<file path="config.mk">
export PLATFORM = sky130hd
export DESIGN_NAME = fft2d_pass_selecter
export DESIGN_NICKNAME = d
export VERILOG_FILES = /design/src/rtl/fft2d_pass_selecter.sv
export SDC_FILE = /design/constraint.sdc
export NUM_CORES = 1
export LEC_CHECK = 0
export CELL_PAD_IN_SITES_DETAIL_PLACEMENT = 1
export CELL_PAD_IN_SITES_GLOBAL_PLACEMENT = 1
export CORE_AREA = 3 3 596 598
export DETAILED_ROUTE_END_ITERATION = 10
export DIE_AREA = 0 0 599 601
export DONT_BUFFER_PORTS = 1
export GPL_ROUTABILITY_DRIVEN = 0
export GPL_TIMING_DRIVEN = 1
export PLACE_DENSITY_LB_ADDON = 0.12
export REMOVE_ABC_BUFFERS = 1
export SLEW_MARGIN = 15
export SYNTH_ARGS = -nofsm -noshare
export SYNTH_HDL_FRONTEND = slang
export SYNTH_SLANG_ARGS = --single-unit
export TNS_END_PERCENT = 1
</file>
<file path="constraint.sdc">
create_clock -name clk -period 4.75 [get_ports clk]
set_input_delay 0.7125 -clock clk [delete_from_list [all_inputs] [get_ports clk]]
set_output_delay 0.7125 -clock clk [all_outputs]
set_load 0.005 [all_outputs]
</file>
<file path="src/rtl/fft2d_pass_selecter.sv">
// fft2d_pass_selecter: registered row/column pass selector feeding the 2-D FFT butterfly array
module fft2d_pass_selecter #(
    parameter int N     = 4,
    parameter int DW    = 16,
    parameter int CNT_W = 8
) (
    input  logic                  clk,
    input  logic                  reset,
    input  logic                  in_valid,
    output logic                  in_ready,
    input  logic [N*N*2*DW-1:0]   in_data,
    input  logic                  rt_valid,
    input  logic [N*N*2*DW-1:0]   rt_data,
    output logic                  out_valid,
    input  logic                  out_ready,
    output logic [N*N*2*DW-1:0]   out_data,
    output logic                  out_pass,
    output logic                  done,
    output logic [CNT_W-1:0]      frame_cnt,
    output logic                  rt_err
);
    localparam int EW = 2 * DW;
    typedef enum logic [1:0] {IDLE, ROW_OUT, WAIT_RT, COL_OUT} state_t;
    state_t state, next_state;
    logic [N*N*EW-1:0] fbuf, rt_t;
    logic in_acc, rt_acc, col_acc;
    for (genvar r = 0; r < N; r++) begin : g_r
        for (genvar c = 0; c < N; c++) begin : g_c
            assign rt_t[(r*N+c)*EW +: EW] = rt_data[(c*N+r)*EW +: EW];
        end
    end
    assign in_ready = (state == IDLE) && !reset;
    assign out_data = fbuf;
    always_comb begin
        in_acc     = (state == IDLE) && in_valid;
        rt_acc     = (state == WAIT_RT) && rt_valid;
        col_acc    = (state == COL_OUT) && out_ready;
        next_state = in_acc ? ROW_OUT :
                     ((state == ROW_OUT) && out_ready) ? WAIT_RT :
                     rt_acc ? COL_OUT :
                     col_acc ? IDLE : state;
    end
    always_ff @(posedge clk) begin
        if (reset) begin
            state     <= IDLE;
            fbuf      <= '0;
            out_valid <= 1'b0;
            out_pass  <= 1'b0;
            done      <= 1'b0;
            frame_cnt <= '0;
            rt_err    <= 1'b0;
        end else begin
            state     <= next_state;
            fbuf      <= in_acc ? in_data : rt_acc ? rt_t : fbuf;
            out_pass  <= in_acc ? 1'b0 : rt_acc ? 1'b1 : out_pass;
            out_valid <= (next_state == ROW_OUT) || (next_state == COL_OUT);
            done      <= col_acc;
            frame_cnt <= frame_cnt + CNT_W'(col_acc);
            rt_err    <= rt_err | (rt_valid && (state != WAIT_RT));
        end
    end
endmodule

</file>
==> results of run 1 <==
==> worst register-to-register path, stage by stage (launching register included) <==
cell       delay, ns
dfxtp_1         0.58
mux2i_1         0.29
or2_4           0.68
buf_12          0.65
a2111oi_2       0.43
==> final cells by class <==
class                      count  area [um^2]  area share (%)
timing repair buffer          68          796            2.38
clock buffer                 143         2660            7.96
antenna                        7         17.5          0.0524
multi-input combinational   1579        11600            34.7
inverter                     515         1930            5.78
tap                         4599         5750            17.2
clock inverter                16          159           0.475
sequential                   525        10500            31.4
==> layout by cell type (no fill, tap or decap), types with 2 or more instances in the layout <==
| cell type | instances |
|---|---|
| nor2_1 | 1029 |
| dfxtp_1 | 525 |
| inv_1 | 515 |
| a2111oi_2 | 480 |
| clkbuf_16 | 90 |
| buf_4 | 44 |
| a2111oi_0 | 32 |
| clkbuf_1 | 32 |
| clkbuf_8 | 21 |
| buf_12 | 12 |
| clkinv_2 | 8 |
| diode_2 | 7 |
| a21oi_1 | 6 |
| buf_16 | 6 |
| dlygate4sd3_1 | 6 |
| o21ai_0 | 5 |
| nor2b_1 | 4 |
| or3_1 | 3 |
| inv_6 | 3 |
| nand3_1 | 2 |
| nand2_1 | 2 |
| xor2_1 | 2 |
| and3_1 | 2 |
| xnor2_1 | 2 |
| nand2b_1 | 2 |
| ha_1 | 2 |
| bufinv_16 | 2 |
==> flip-flops by register name, summed over array words and instances, names as in the netlist <==
| register | count |
|---|---|
| done | 1 |
| frame_cnt | 8 |
| state | 2 |
| out_pass | 1 |
| rt_err | 1 |
| out_data | 512 |
==> report_power, final <==
part	switching, mW	internal (mW)	total (mW)
Sequential	0.688	4.91	5.59
Combinational	1.24	0.723	1.96
Clock	2.67	3.92	6.59
==> metrics by stage <==
step,setup TNS [ns],std cells,worst slack (ns),power [mW]
after CTS,0,7444,1.77,14.7
final,0,7452,1.82,14.1
after floorplan,-6330.79,2619,-13.46,7.04
after global routing,0,7447,1.76,15.0
after global placement,0,7274,1.72,7.62
after detailed placement,0,7278,1.76,7.76
==> cells in the mapped netlist (all sizes together) <==
cell type,number
nand4,1
inv,515
nand3b,1
nor3,1
clkbuf,161
nand2,2
nor2,1029
or3b,1
xnor2,2
xor2,2
nor2b,4
or2,1
ha,2
and3,2
dfxtp,525
buf,70
a21oi,6
or3,3
o21ai,5
nand3,2
mux2i,1
nand2b,2
a2111oi,512
==> kinds of logic after synthesis <==
| group | share of synthesized area [%] |
|---|---|
| simple gates | 15.7 |
| buf+inv | 12.8 |
| flops | 41.5 |
| compound gates | 29.8 |
| xor+xnor | 0.138 |
| fa+ha+maj | 0.0987 |
| mux | 0.0395 |
==> per-layer routing <==
metal / part of all wire (%) / vias up / wire [um]
met5: 0.15 / - / 320
met4: 1.7 / 50 / 3650
met3: 9.3 / 279 / 19300
met2: 54 / 929 / 113000
met1: 34 / 10500 / 71900
li1: - / 9384 / -
==> how the worst max path moves through the flow <==
stage | start | end | slack (ns)
4_1_cts | state[1] | out_data[7] | 1.77
6_report | reset | in_ready | 1.82
3_5_place_dp | reset | in_ready | 1.76
3_3_place_gp | state[1] | out_data[2] | 1.72
5_1_grt | state[1] | out_data[299] | 1.76
2_1_floorplan | rt_valid | out_data[0] | -13.46
==> impl_metrics.yaml, run 1 <==
status:
  run_status: "completed"
finish:
  drive_gt1_share_pct: 23.6
  fillers: 41200
  syn_to_final_growth_pct: 31.9
  layout.nets: 3810
  utilization_pct: 9.56
  fin_area_um2: 33400
critical_path:
  crit_fanout: 103
  reg2reg_from: "state[1]"
  worst_path_max_delay_cell: "buf_16"
  critPathBufInv: 2
  start_kind: "primary input"
  crit_path_end_kind: "output pin"
  r2r_slack_ns: 1.98
  critical_path.cell_chain: "buf_16 > buf_16 > nor3_1"
  critPathArrivalTime_ns: 2.22
  cp_data_required_time_ns: 4.04
  crit_path_max_incr_delay_ns: 0.59
  cp_num_cells: 3
  path_class: "in2out"
  critPathTopFamily: "buffers and inverters"
  path_common_cell: "buf_16"
  reg2reg_to: "out_data[397]"
  ff2ff_path_depth: 4
clock_tree:
  h-tree-depth: 3
  cts_root_buf: "clkbuf_16"
  clock-sinks: 525
  cts_tree: "done"
  postCtsSetupBuffers: 0
  cts-buffers-inserted: 90
  clkLatencyLatePin_ns: 0.79
  cts_buffer_depth: 4
  post_cts_resized: 0
  cts_hold_buffers: 7
  cts.clk_slew.worst_paths_ns: 0.06
sta:
  skew_ns: 0.0349
  final-setup-viol-count: 0
  min_period_over_period_pct: 61.7
  final_max_slew_viol_count: 0
  rsz0062_at_grt: "false"
  period_needed_ns: 2.93
  max_freq_mhz: 341
  whs_ns: 0.125
  hold_violations: 0
  slew_headroom_pct: 31.8
  tightest_slew_ns: 1.02
drt:
  via_per_inst: 2.83
  ant_nets: 0
  wl_per_cell_um: 28.0
  drt_first_iter_violations: 970
  via_count: 21100
  drt-total-wl_um: 208000
  drc: 0
  dr.pass1.iters: 5
die:
  start_util_pct: 7.25
  die_w_um: 599
  core_um2: 350000
  num_io_pins: 1554
  num_rows: 217
  chipHeight_um: 601
  dieArea_um2: 360000
synthesis:
  yosysSeqAreaShare_pct: 41.5
  avgSynthCellArea_um2: 8.89
  syn_area_um2: 25300
  synth_top_area_share_pct: 41.5
  yosys_warnings: 0
  synth_area_leaders: "dfxtp_1, a2111oi_2, nor2_1"
  synth_seq_cells: 525
  ys_types: 26
  synthCells: 2850
  synth_area_leader_cell: "dfxtp_1"
hold_path:
  hp-start: "rt_data[0]"
  hold_end: "out_data[0]"
  holdPathStages: 2
  hp-class: "in2reg"
global_route:
  grt_pass1_vias: 22300
  met2_usage_pct: 21.4
  grt.busiest_layer: "met2"
  met3_usage_pct: 4.56
  grt.total_usage_pct: 11.1
  grt_pass1_wl_um: 262000
  grt_max_degree: 152
  use_met1_pct: 11.1
  grt.overflow.total: 0
  antenna_found_initial: 92
place:
  post_dp_cell_area_um2: 30500
  post-dp-hpwl_um: 171000
  port-buffer-count: 0
job:
  drv_cap: 0
power_and_ir_drop:
  power.leakage_nw: 10.7
  p_per_area_nw_per_um2: 423
  max-vdd-ir-drop_v: 0.000219
Note: power is estimated with default switching activity, not from simulation.
==> run 2: changes to the inputs <==
Settings changed: CORE_AREA 3 3 596 598 to 3 3 598 600, DIE_AREA 0 0 599 601 to 0 0 601 603.
Clock period 4.75 ns to 2.8 ns, I/O delays scaled along.
==> run 2 against run 1 <==
Core utilization increased by 2.9 points. Clock-buffer cell count decreased by 12. Worst hold slack got worse by 0.064 ns. Cell count increased by 15%. Non-clock buffer count increased by 1014. Final area increased by 32%. Global-route usage increased by 0.38 points. Critical path depth increased by 4. Largest cell class unchanged. Highest routed layer unchanged.
==> impl_metrics.yaml, run 2 (synthesis gave the netlist of run 1 again) <==
clock_tree:
  cts_buffer_depth: 4
  h-tree-depth: 3
  cts_root_buf: "clkbuf_16"
  postCtsSetupBuffers: 0
  clock-sinks: 525
  cts.clk_slew.worst_paths_ns: 0.06
  clkLatencyLatePin_ns: 0.78
  cts-buffers-inserted: 90
  cts_tree: "done"
drt:
  drt-total-wl_um: 217000
  drt_first_iter_violations: 1023
  dr.pass1.iters: 5
  via_per_inst: 2.96
  drc: 0
  wl_per_cell_um: 25.2
  via_count: 25400
  ant_nets: 0
critical_path:
  start_kind: "primary input"
  critPathArrivalTime_ns: 3.35
  crit_fanout: 36
  critical_path.cell_chain: "dlygate4sd3_1 > mux2i_1 > or2_4 > buf_12 > buf_12 > a2111oi_2 > dlygate4sd3_1"
  reg2reg_from: "state[1]"
  cp_data_required_time_ns: 3.52
  critPathBufInv: 4
  startpoint: "rt_valid"
  worst_path_max_delay_cell: "dlygate4sd3_1"
  crit_path_end_kind: "flip-flop"
  critPathTopFamily: "buffers and inverters"
  crit_path_max_incr_delay_ns: 0.78
  path_class: "in2reg"
place:
  dp.cells: 7449
  port-buffer-count: 0
  pre_cts_ws_ns: -0.189
  post_dp_cell_area_um2: 31200
  post-dp-hpwl_um: 176000
finish:
  layout.area.seq_um2: 10500
  final_cell_mix: "nor2_1, dlygate4sd3_1, dfxtp_1"
  largest_reg_flops: 512
  multi_input_area_um2: 11600
  syn_to_final_growth_pct: 73.9
  utilization_pct: 12.5
  stdcell_count: 8603
  layout.nets: 4824
  fillers: 41400
  fin_area_um2: 44100
  final_common_cell: "nor2_1"
  drive_gt1_share_pct: 18.6
global_route:
  grt_pass1_vias: 27700
  grt_max_degree: 100
  grt.total_usage_pct: 11.5
  grt_pass1_wl_um: 281000
  antenna_found_initial: 110
  grt.overflow.total: 0
sta:
  rsz0062_at_grt: "false"
  final_max_slew_viol_count: 0
  whs_ns: 0.0606
  slew_headroom_pct: 30.7
  max_freq_mhz: 379
  skew_ns: 0.0415
  final-setup-viol-count: 0
  fin_ws_ns: 0.165
  period_needed_ns: 2.64
  tightest_slew_ns: 1.04
  hold_violations: 0
  min_period_over_period_pct: 94.1
  tns_ns: 0
status:
  run_status: "completed"
power_and_ir_drop:
  p_int_mw: 18.0
  p_comb_share_pct: 19.8
  max-vdd-ir-drop_v: 0.000342
  power.leakage_nw: 15.9
  p_sw_mw: 8.32
  p_sw_share_pct: 31.6
  p_per_area_nw_per_um2: 597
  p_clk_share_pct: 44.0
  seq_power_share_pct: 36.2
  power_mw: 26.3
hold_path:
  hp-start: "rt_data[218]"
  hp-class: "in2reg"
die:
  num_rows: 218
  num_io_pins: 1554
  die_w_um: 601
  dieArea_um2: 362000
  chipHeight_um: 603
  core_um2: 353000
  start_util_pct: 7.18
job:
  drv_cap: 0
[run 2: routing by layer]
| metal | wire length, um | GRT usage, % | share of wire, % |
|---|---|---|---|
| met1 | 79900 | 12.3 | 37 |
| met4 | 4730 | 2.22 | 2.2 |
| met5 | 272 | 0 | 0.13 |
| met3 | 15900 | 3.74 | 7.3 |
| met2 | 116000 | 21.8 | 53 |
[run 2: cell type report]
| class | count | share of cell area [%] |
|---|---|---|
| well taps | 4730 | 13.4 |
| diodes | 18 | 0.102 |
| inverters | 515 | 4.39 |
| repair buffers | 1082 | 25.3 |
| clock inverters | 23 | 0.667 |
| clock buffers | 131 | 5.94 |
| multi-input cells | 1579 | 26.3 |
| flip-flops and latches | 525 | 23.9 |
[run 2: what timing repair did]
| item | in CTS | in global routing |
|---|---|---|
| hold buffers | 981 | 0 |
| hold endpoints to repair | 517 | 0 |
| pin swaps | 0 | 0 |
| gates cloned | 1 | 0 |
| endpoints found under the setup margin | 1 | 69 |
| gates resized for setup | 0 | 3 |
[run 2: final timing paths]
kind              slack [ns]  cells past startpoint            end
setup / recovery        0.16                      7  out_data[289]
hold / removal          0.06                      2  out_data[314]
setup reg to reg        0.24                      6  out_data[393]
hold reg to reg         0.49                      2  out_data[496]
[run 2: power by group through the flow]
stage / Sequential, mW / Combinational, mW / Clock, mW
floorplan: 8.87 / 2.75 / 0
global placement: 9.78 / 3.31 / 0
detailed placement: 9.77 / 3.61 / 0
CTS: 9.60 / 5.33 / 12.3
global route: 9.63 / 5.73 / 12.4
finish: 9.52 / 5.22 / 11.6
==> run 3: changes to the inputs <==
Settings changed: ABC_AREA set to 1, CORE_AREA 3 3 598 600 to 3 3 599 601, DIE_AREA 0 0 601 603 to 0 0 602 604.
==> run 3 against run 2 <==
Largest cell class unchanged. Largest power group unchanged. Non-clock buffer count increased by 3. Sequential cell count unchanged. Via count is 32% higher. Register-to-register slack lost 0.12 ns. Highest routed layer unchanged. Combinational power grew 24%. Clock-buffer cell count rose by 12. Critical path depth rose by 1. Sequential share of layout area down 1.1 points. First-iteration DRC count up 51%. Critical path type is now reg2reg. Die area up 0.33%. Core utilization rose by 0.56 points.
==> impl_metrics.yaml, run 3 <==
synthesis:
  syn_area_um2: 27700
  synth_area_leader_cell: "dfxtp_1"
  synth_area_leaders: "dfxtp_1, nand3_1, nand2_1"
  synthCells: 4507
  yosysSeqAreaShare_pct: 38.0
  avgSynthCellArea_um2: 6.14
  async_flop_share_pct: 0
  synth_enable_flop_cells: 0
  synth_most_common_cell: "nand2_1"
  synth_top_area_share_pct: 38.0
  ys_types: 19
  ys.flop_type: "dfxtp_1"
  yosys_warnings: 0
  synth_commonest_cells: "nand2_1, inv_1, nand3_1"
  synth_seq_cells: 525
finish:
  fin_area_um2: 46100
  final_cell_mix: "nand2_1, inv_1, nand3_1"
  utilization_pct: 13.1
  layout.nets: 6374
  layout.area.seq_um2: 10500
  final_common_cell: "nand2_1"
  fillers: 42500
  syn_to_final_growth_pct: 66.5
  largest_reg_flops: 512
  multi_input_area_um2: 11800
  stdcell_count: 10200
  drive_gt1_share_pct: 5.10
die:
  num_io_pins: 1554
  chipHeight_um: 604
  num_rows: 218
  core_um2: 353000
  dieArea_um2: 364000
  die_w_um: 602
  start_util_pct: 7.84
sta:
  final-setup-viol-count: 0
  hold_violations: 0
  skew_ns: 0.0491
  rsz0062_at_grt: "false"
  fin_ws_ns: 0.118
  period_needed_ns: 2.68
  min_period_over_period_pct: 95.8
  slew_headroom_pct: 22.5
  final_max_slew_viol_count: 0
  whs_ns: 0.0785
  tightest_slew_ns: 1.16
  max_freq_mhz: 373
  tns_ns: 0
global_route:
  grt.total_usage_pct: 12.6
  grt_max_degree: 514
  grt_pass1_wl_um: 319000
  antenna_found_initial: 78
  grt_pass1_vias: 35300
  grt.overflow.total: 0
power_and_ir_drop:
  power_mw: 27.1
  power.leakage_nw: 19.9
  p_per_area_nw_per_um2: 587
  max-vdd-ir-drop_v: 0.000365
critical_path:
  cp_data_required_time_ns: 3.52
  critPathArrivalTime_ns: 3.40
  r2r_slack_ns: 0.12
  critPathBufInv: 3
  worst_path_max_delay_cell: "dlygate4sd3_1"
  crit_fanout: 51
  critical_path.cell_chain: "nor2_4 > nand2_8 > buf_12 > nand2_1 > nand3_1 > dlygate4sd3_1 > a21oi_1 > dlygate4sd3_1"
  crit_path_max_incr_delay_ns: 0.56
  critPathTopFamily: "buffers and inverters"
  crit_path_end_kind: "flip-flop"
  start_kind: "flip-flop"
  path_common_cell: "dlygate4sd3_1"
  path_class: "reg2reg"
place:
  pre_cts_ws_ns: 0.549
  dp.cells: 9031
  post-dp-hpwl_um: 181000
  port-buffer-count: 0
  post_dp_cell_area_um2: 33500
drt:
  via_count: 33600
  wl_per_cell_um: 23.7
  drt_first_iter_violations: 1544
  drc: 0
  ant_nets: 0
  via_per_inst: 3.31
  drt-total-wl_um: 241000
  dr.pass1.iters: 7
clock_tree:
  cts_tree: "done"
  clock-sinks: 525
  cts-buffers-inserted: 90
  clkLatencyLatePin_ns: 0.79
  cts.clk_slew.worst_paths_ns: 0.05
  cts_buffer_depth: 4
  cts_root_buf: "clkbuf_16"
  h-tree-depth: 3
status:
  run_status: "completed"
hold_path:
  hp-class: "in2reg"
job:
  drv_cap: 0
[run 3: layout make-up]
class | count | share of cell area (%)
Sequential cell | 525 | 22.8
Inverter | 1036 | 8.45
Clock buffer | 143 | 5.75
Antenna cell | 21 | 0.114
Timing Repair Buffer | 1085 | 24.1
Clock inverter | 13 | 0.361
Tap cell | 4730 | 12.8
Multi-Input combinational cell | 2605 | 25.6
[run 3: per-layer routing]
metal	wire [um]	share of wire [%]	track usage (%)
met1	95100	39	14.2
met2	126000	52	23.3
met4	4960	2.1	2.65
met3	15300	6.3	3.48
met5	133	0.055	0
[run 3: what timing repair did]
action                                 4_1_cts  5_1_grt
setup endpoints to repair                    0        3
buffers inserted                             0        3
endpoints found under the hold margin      519        0
gates resized for setup                      0        4
hold buffers                               943        0
[run 3: worst min-delay path, stage by stage]
cell,delay (ns)
inv_1,0.07
nand3_1,0.11
nand3_1,0.09
a21oi_1,0.12
[run 3: logic make-up after synthesis]
family	count (synthesis)	synth area share, %
AND/OR/NAND/NOR	2081	33.0
buffers and inverters	1377	19.5
flip-flops	525	38.0
AO/OA/AOI/OAI	522	9.44
adder cells (fa/ha/maj)	2	0.0904
[run 3: final timing paths]
path            startpoint            end  depth (start not counted)
min reg2reg  out_data[500]  out_data[500]                          2
max reg2reg       state[1]   out_data[57]                          8
max               state[1]   out_data[57]                          8
min           in_data[397]  out_data[397]                          4
[run 3: report_power, final]
group / internal (mW) / total, mW / switching, mW
combinational: 2.82 / 6.46 / 3.64
clock: 6.72 / 11.4 / 4.65
sequential: 8.22 / 9.25 / 1.03
